$ cat src/rtl/traffic_pkg.sv
// Shared definitions for the traffic light controller: phase encodings,
// default phase durations and the default board clock frequency.
package traffic_pkg;

    // Phase encodings (3 bits)
    localparam logic [2:0] IDLE   = 3'd0;
    localparam logic [2:0] GREEN  = 3'd1;
    localparam logic [2:0] YELLOW = 3'd2;
    localparam logic [2:0] RED    = 3'd3;
    localparam logic [2:0] WALK   = 3'd4;
    localparam logic [2:0] NIGHT  = 3'd5;

    // Default timing
    localparam int DEF_CLK_HZ   = 50_000_000;
    localparam int DEF_GREEN_S  = 10;
    localparam int DEF_YELLOW_S = 3;
    localparam int DEF_RED_S    = 5;
    localparam int DEF_WALK_S   = 8;
    localparam int DEF_CNT_W    = 5;

endpackage

$ cat src/rtl/phase_timer_tick_gen.sv
// tick_gen: free-running prescaler 0..CLK_HZ-1 with a synchronous clear.
// tick marks the last cycle of each second; half_tick also marks the last
// cycle of the first half-second.
module tick_gen
    import traffic_pkg::*;
#(
    parameter int CLK_HZ = DEF_CLK_HZ
) (
    input  logic clk,
    input  logic reset_n,
    input  logic clr,
    output logic tick,
    output logic half_tick
);

    localparam int PW = $clog2(CLK_HZ);

    logic [PW-1:0] cnt;

    assign tick      = (cnt == PW'(CLK_HZ - 1));
    assign half_tick = tick || (cnt == PW'(CLK_HZ / 2 - 1));

    // Prescaler: restart on clear, wrap after the last cycle of a second
    always_ff @(posedge clk or negedge reset_n) begin
        if (!reset_n) begin
            cnt <= '0;
        end else if (clr || tick) begin
            cnt <= '0;
        end else begin
            cnt <= cnt + PW'(1);
        end
    end

endmodule

$ cat src/rtl/phase_timer.sv
// phase_timer: decodes the light FSM outputs into a phase, times each phase
// in whole seconds and returns a one-cycle done pulse on expiry. Also drives
// the seconds countdown for the display and the night-mode blink.
// Optional walk beeper: define PHASE_TIMER_BEEP_EN to build it; otherwise
// beep is tied low.
//
// phase  | meaning
// IDLE   | no light active, nothing timed
// GREEN  | green light, timed
// YELLOW | yellow light, timed
// RED    | red light, timed
// WALK   | pedestrian walk (red also lit), timed
// NIGHT  | night mode, untimed, blink_out runs at 1 Hz
module phase_timer
    import traffic_pkg::*;
#(
    parameter int CLK_HZ   = DEF_CLK_HZ,
    parameter int GREEN_S  = DEF_GREEN_S,
    parameter int YELLOW_S = DEF_YELLOW_S,
    parameter int RED_S    = DEF_RED_S,
    parameter int WALK_S   = DEF_WALK_S,
    parameter int CNT_W    = DEF_CNT_W
) (
    input  logic             clk,
    input  logic             reset_n,
    input  logic             green_led,
    input  logic             yellow_led,
    input  logic             red_led,
    input  logic             walk_enable,
    input  logic             blink_enable,
    output logic             green_done,
    output logic             yellow_done,
    output logic             red_done,
    output logic             walk_done,
    output logic [CNT_W-1:0] seconds_left,
    output logic             blink_out,
    output logic             beep
);

    logic [2:0]       decode;
    logic [2:0]       phase_q;
    logic             phase_chg;
    logic [CNT_W-1:0] load_val;
    logic             timed;
    logic             expire_now;
    logic             expired;
    logic             tick;
    logic             half_tick;

    tick_gen #(
        .CLK_HZ (CLK_HZ)
    ) u_tick_gen (
        .clk       (clk),
        .reset_n   (reset_n),
        .clr       (phase_chg),
        .tick      (tick),
        .half_tick (half_tick)
    );

    // Priority decode of the FSM outputs; walk overrides the red that accompanies it
    always_comb begin
        decode = IDLE;
        if (walk_enable)       decode = WALK;
        else if (blink_enable) decode = NIGHT;
        else if (green_led)    decode = GREEN;
        else if (yellow_led)   decode = YELLOW;
        else if (red_led)      decode = RED;
    end

    // Duration to load on entry, and expiry detection for the current phase
    always_comb begin
        load_val = '0;
        case (decode)
            GREEN:   load_val = CNT_W'(GREEN_S);
            YELLOW:  load_val = CNT_W'(YELLOW_S);
            RED:     load_val = CNT_W'(RED_S);
            WALK:    load_val = CNT_W'(WALK_S);
            default: load_val = '0;
        endcase
        phase_chg  = (decode != phase_q);
        timed      = (phase_q == GREEN) || (phase_q == YELLOW) ||
                     (phase_q == RED)   || (phase_q == WALK);
        expire_now = timed && !phase_chg && tick && !expired &&
                     (seconds_left == CNT_W'(1));
    end

    // Phase register, countdown, done pulses and night blink; a phase change beats a tick
    always_ff @(posedge clk or negedge reset_n) begin
        if (!reset_n) begin
            phase_q      <= IDLE;
            seconds_left <= '0;
            expired      <= 1'b0;
            green_done   <= 1'b0;
            yellow_done  <= 1'b0;
            red_done     <= 1'b0;
            walk_done    <= 1'b0;
            blink_out    <= 1'b0;
        end else begin
            green_done  <= 1'b0;
            yellow_done <= 1'b0;
            red_done    <= 1'b0;
            walk_done   <= 1'b0;
            if (phase_chg) begin
                phase_q      <= decode;
                seconds_left <= load_val;
                expired      <= 1'b0;
                blink_out    <= 1'b0;
            end else begin
                if (expire_now) begin
                    seconds_left <= '0;
                    expired      <= 1'b1;
                    case (phase_q)
                        GREEN:   green_done  <= 1'b1;
                        YELLOW:  yellow_done <= 1'b1;
                        RED:     red_done    <= 1'b1;
                        WALK:    walk_done   <= 1'b1;
                        default: ;
                    endcase
                end else if (timed && tick && !expired &&
                             (seconds_left > CNT_W'(1))) begin
                    seconds_left <= seconds_left - CNT_W'(1);
                end
                if ((phase_q == NIGHT) && half_tick) begin
                    blink_out <= ~blink_out;
                end
            end
        end
    end

`ifdef PHASE_TIMER_BEEP_EN
    // Walk beeper: high in the first half of every second until the walk expires
    always_ff @(posedge clk or negedge reset_n) begin
        if (!reset_n) begin
            beep <= 1'b0;
        end else if (phase_chg) begin
            beep <= (decode == WALK);
        end else if ((phase_q == WALK) && !expired) begin
            if (tick) begin
                beep <= !expire_now;
            end else if (half_tick) begin
                beep <= 1'b0;
            end
        end else begin
            beep <= 1'b0;
        end
    end
`else
    assign beep = 1'b0;
`endif

endmodule

$ cat config.mk
export PLATFORM = sky130hd
export DESIGN_NAME = phase_timer
export DESIGN_NICKNAME = d
export VERILOG_FILES = /design/src/rtl/traffic_pkg.sv /design/src/rtl/phase_timer_tick_gen.sv /design/src/rtl/phase_timer.sv
export SDC_FILE = /design/constraint.sdc
export NUM_CORES = 1
export LEC_CHECK = 0
export CORE_MARGIN = 10
export CORE_UTILIZATION = 50
export DETAILED_ROUTE_END_ITERATION = 6
export PLACE_DENSITY = 0.71
export SETUP_SLACK_MARGIN = 0.2
export SYNTH_ARGS = -nofsm -noshare
export SYNTH_HDL_FRONTEND = slang
export SYNTH_SLANG_ARGS = --single-unit
$ cat constraint.sdc
create_clock -name clk -period 5.8 [get_ports clk]
set_input_delay 1.16 -clock clk [delete_from_list [all_inputs] [get_ports clk]]
set_output_delay 1.16 -clock clk [all_outputs]
set_load 0.01 [all_outputs]
Word-level counts from Yosys, hierarchy flattened
Cells that the tools add are included.
{ "totals": {"reg_bits": 40, "in_bits": 7, "output_inout_bits": 11, "elab_cells": 70} }
{ "op_classes": {"n_addsub": 2, "order_cmp": 1, "eq_ne": 13, "muxes": 26, "bitwise": 1, "n_reduce_logical": 18} }
{ "op_table": {"columns": ["operator", "n"], "rows": [
  ["adder 26 x 1 -> 26 bit, second input constant", 1],
  ["equality test 26 x 25 -> 1 bit, second input constant", 1],
  ["equality test 26 bit, second input constant", 1],
  ["2-to-1 mux 26 bit", 1],
  ["2-to-1 mux 1 bit", 16],
  ["case mux 4 bit (4 select lines)", 1],
  ["2-to-1 mux 5 bit", 3],
  ["equality test 3 x 2 -> 1 bit, second input constant", 4],
  ["equality test 3 bit, second input constant", 3],
  ["logical AND 1 bit", 8],
  ["equality test 3 x 1 -> 1 bit, second input constant", 2],
  ["2-to-1 mux 2 bit", 3],
  ["2-to-1 mux 3 bit", 2],
  ["equality test 5 x 1 -> 1 bit, second input constant", 1],
  ["> comparator 5 x 1 -> 1 bit, second input constant", 1],
  ["logical OR 1 bit", 5],
  ["subtractor 5 x 1 -> 5 bit, second input constant", 1],
  ["nonzero test 2 bit", 2],
  ["inequality test 3 bit", 1],
  ["nonzero test 3 bit", 1],
  ["logical NOT 1 bit", 2],
  ["NOT 1 bit", 1]
]} }

Longest topological paths before layout
{ "depth": {"word_depth": 13, "ltp_mapped": 8, "ltp_nobuf": 7} }

By module
From an unflattened synthesis, not the netlist that was laid out.
{ "unflattened": {"cells_unflattened": 238, "hier_area_um2": 2354.8} }
{ "modules_own_cells": {"columns": ["mod", "n_inst", "cells_each", "area_each_um2", "seq_area_each_um2"], "rows": [
  ["tick_gen", 1, 156, 1482.7, 650.6],
  ["phase_timer", 1, 82, 872.1, 350.3]
]} }

Worst setup path before layout
OpenSTA, ideal clock, no wires.
{ "synth_path": {"path_type": "input -> register", "startpoint": "input port walk_enable", "endpoint": "register green_done", "setup_time_ns": 0.105, "arrival_time_ns": 2.857, "t_required_ns": 5.695, "path_slack_ns": 2.838, "cell_stages": 6, "path_buffers": 1, "cell_sequence": "nor4_1 -> xnor2_1 -> or3_1 -> clkbuf_1 -> or3_1 -> nor4b_1"} }
{ "synth_via": {"elab_chain_cells": 9} }
{ "synth_rtl": {"columns": ["item", "line_no", "source"], "rows": [
  ["start: declaration", "phase_timer.sv:29", "input logic walk_enable,"],
  ["2-to-1 mux 3 bit *", "phase_timer.sv:63", "if (walk_enable) decode = WALK;"],
  ["inequality test 3 bit *", "phase_timer.sv:80", "phase_chg = (decode != phase_q);"],
  ["logical NOT 1 bit", "phase_timer.sv:83", "expire_now = timed && !phase_chg && tick && !expired &&"],
  ["logical AND 1 bit (4 in a row)", "phase_timer.sv:83", null],
  ["2-to-1 mux 1 bit", "phase_timer.sv:109", "if (expire_now) begin"],
  ["2-to-1 mux 1 bit *", "phase_timer.sv:103", "if (phase_chg) begin"],
  ["end signal: assignment", "phase_timer.sv:93", "green_done <= 1'b0;"],
  ["end signal: assignment", "phase_timer.sv:99", "green_done <= 1'b0;"],
  ["end signal: assignment", "phase_timer.sv:113", "GREEN: green_done <= 1'b1;"],
  ["end: declaration", "phase_timer.sv:31", "output logic green_done,"]
]} }
Every way passes the cells marked *; elsewhere a longest branch is shown, timed or not.
A chain may end at the register's enable or synchronous reset.

Worst setup path after layout
Same ends and word-level chain as after synthesis.

==> impl_metrics.csv <==
group,metric,value,unit
run_status,status,"completed",
synthesis,synth_fp_nets,234,
route,vias,1585,
synthesis,async_flop_share,1.00,
final_layout,finalInstanceArea,2380,µm²
synthesis,synth.distinct_cells,40,
synthesis,number_of_flops_mapped_to_enable_cells_by_yosys,0,
pwr,power.total,0.000594,W
timing,layout_worst_path_cycle_share,0.583,
clocking,post_cts_buffers,0,
timing,max_freq,0.296,GHz
grt,grt_max_degree,41,
placement,placement.cell_area,2260,µm²
pwr,ir_worst_vdd,0.110,mV
die,rows,23,
pwr,p_leak,0.957,nW
route,dr_iter_0_viols,97,
route,route.final.wire_length,4020,µm
clocking,cts_resized,0,
worst_setup_path,timing.critical_path.cells,"clkdlybuf4s50_1, nor4_1, xnor2_1, or3_1, or3_1, nor4b_1",
final_layout,antennaDiodeCount,0,
synthesis,syn-cell-area,2080,µm²
synthesis,synth-seq-cells,40,
die,design.core.area,4030,µm²
route,vias_per_cell,5.45,
worst_setup_path,worstSetupStartpointType,"input pin",
min_path,worstHoldPathType,"register to register",
final_layout,design.final.nets,250,
timing,setup_viol,0,
clocking,clock_path_buffers,2,
worst_setup_path,crit_path_top_delay_cell,"nor4_1",
final_layout,final_core_utilization,0.590,
synthesis,synth_top_cell_by_area,"dfrtp_1",
die,die_width,84.5,µm
timing,tightest_slew,898,ps
timing,final_hold_viol_count,0,
worst_setup_path,cp_num_buf_inv,1,
grt,via_count_of_the_first_global_routing_pass,1554,
worst_setup_path,crit_path_max_incr_delay,540,ps
synthesis,synth-warning-count,0,
clocking,cts.root.buffer_cell,"clkbuf_8",
die,io_pins,18,
final_layout,final_layout_size_suffix_gt1_frac,0.0498,
die,dieArea,7150,µm²
clocking,cts_made_buffers,5,
worst_setup_path,worst_ep_required_time,5980,ps
placement,detailedPlacementHpwl,2890,µm
clocking,cts.reportedPaths.clkPinSlew,80,ps
synthesis,synthesis.area_per_instance,9.29,µm²
timing,finalCriticalPeriod,3380,ps
pwr,p_per_area,250,nW/µm²
worst_setup_path,criticalPathCategory,"input pin to register",
synthesis,netlist.area_leader.share,0.481,
clocking,clk-insertion-delay-late,290,ps
timing,slew_viol_final,0,
timing,final.setup_skew,9.49,ps
clocking,cts_hold_buffers_added,0,
clocking,cts_sink_cnt,40,
clocking,h-tree-depth,2,
grt,first_pass_grt_wire_length,7120,µm
timing,fin_tns_setup,0,ps
die,height_of_the_die,84.5,µm
die,initial_core_utilization,0.517,
placement,portBuffers,16,
timing,hold_ws,530,ps
synthesis,postSynthCellCount,224,
worst_setup_path,setup_crit_end_kind,"register",
route,route.detailed.drc,0,
flow_run,timing.max_cap.violations,0,
synthesis,synth_sequential_area_ratio,0.481,
final_layout,layout_common_cells,"nor2_1, dfrtp_1, nand2_1, xor2_1, clkdlybuf4s50_1",
synthesis,synth_flop_cell,"dfrtp_1",
route,routedWlPerCell,13.8,µm
worst_setup_path,worst_path_most_repeated_cell,"or3_1",
grt,globalRoute.totalOverflow,0,
worst_setup_path,critPathTopFamily,"simple AND/OR/NAND/NOR gates",
route,postRouteAntennaNets,0,
synthesis,synth_area_leaders,"dfrtp_1, nor2_1, xor2_1",
final_layout,area.growth.synth_to_final,14.1,%
timing,slew_headroom,0.401,
worst_setup_path,timing.critical_path.fanout_max,10,
timing,rsz_0062_raised_after_global_routing,"false",
route,pre_antenna_drt_iters,4,
placement,place_congestion,0.777,
grt,globalRouteTotalUtil,0.118,
final_layout,n_fill_cell,367,
clocking,cts_tree,"yes",
worst_setup_path,crit_arrival,3560,ps
final_layout,layout.cells.most_common,"nor2_1",
grt,antenna_found_initial,0,
==> area by class of cell <==
class	count	area, µm²	share of cell area
clock buffer	5	68.8	0.0290
multi-input combinational	170	1020	0.429
sequential	40	1000	0.421
timing repair buffer	16	155	0.0653
inverter	7	26.3	0.0111
clock inverter	3	42.5	0.0179
tap	50	62.6	0.0263
==> cells in the mapped netlist (all sizes together) (4+ instances only) <==
| cell type | n |
|---|---|
| a21oi | 9 |
| and3 | 5 |
| clkbuf | 4 |
| dfrtp | 40 |
| inv | 7 |
| nand2 | 18 |
| nand3 | 10 |
| nand4 | 8 |
| nor2 | 44 |
| nor3 | 6 |
| nor4 | 5 |
| xnor2 | 10 |
| xor2 | 18 |
==> cell families after synthesis <==
kind of cell               share of synthesized area
AOI/OAI and AO/OA                             0.0613
xor gates and xnor gates                       0.118
adders and majority gates                     0.0180
buffers and inverters                         0.0294
DFF                                            0.481
other                                        0.00180
and+or+nand+nor                                0.291
==> registers in the layout (all words and copies together), names as in the netlist <==
name / flops
blink_out: 1
expired: 1
green_done: 1
phase_q: 3
red_done: 1
seconds_left: 5
u_tick_gen.cnt: 26
walk_done: 1
yellow_done: 1
==> metrics by stage <==
step           setup WS, ps  std cells
2_1_floorplan          2840        224
3_3_place_gp           2170        283
3_5_place_dp           2100        283
4_1_cts                2410        291
5_1_grt                2120        291
6_report               2420        291
==> worst reg2reg max path, cell delays in order (launching register included) <==
cell	delay, ps
dfrtp_1	470
or3b_1	410
a21oi_2	240
or4b_1	610
or4b_1	570
or3_1	340
a21oi_2	130
==> power breakdown <==
part	switching (W)	internal, W	leakage (nW)
Clock	0.0000998	0.000127	0.0541
Combinational	0.0000408	0.0000283	0.357
Sequential	0.0000115	0.000286	0.545
Total	0.000152	0.000441	0.957
==> metal layers <==
layer  vias up  share of wire  global-route usage  wire length [µm]
met5         -              0                   0                 0
met4         0          0.016              0.0494                63
met3         7          0.041              0.0386               163
met2        15           0.45               0.183              1820
met1       762           0.49               0.147              1980
li1        801              -                   -                 -
==> final timing paths <==
kind / cells past startpoint / slack, ps / end / from
worst min-delay path: 1 / 530 / green_done$_DFF_PN0_ / phase_q[1]$_DFFE_PN0N_
worst max register to register: 6 / 2960 / seconds_left[4]$_DFFE_PN0P_ / phase_q[2]$_DFFE_PN0N_
worst min register to register: 1 / 530 / green_done$_DFF_PN0_ / phase_q[1]$_DFFE_PN0N_
min in group asynchronous: 1 / 970 / seconds_left[2]$_DFFE_PN0P_ / reset_n
worst max-delay path: 6 / 2420 / green_done$_DFF_PN0_ / walk_enable
max in group asynchronous: 1 / 4280 / green_done$_DFF_PN0_ / reset_n
No activity file was read; power rests on OpenSTA's default activity.
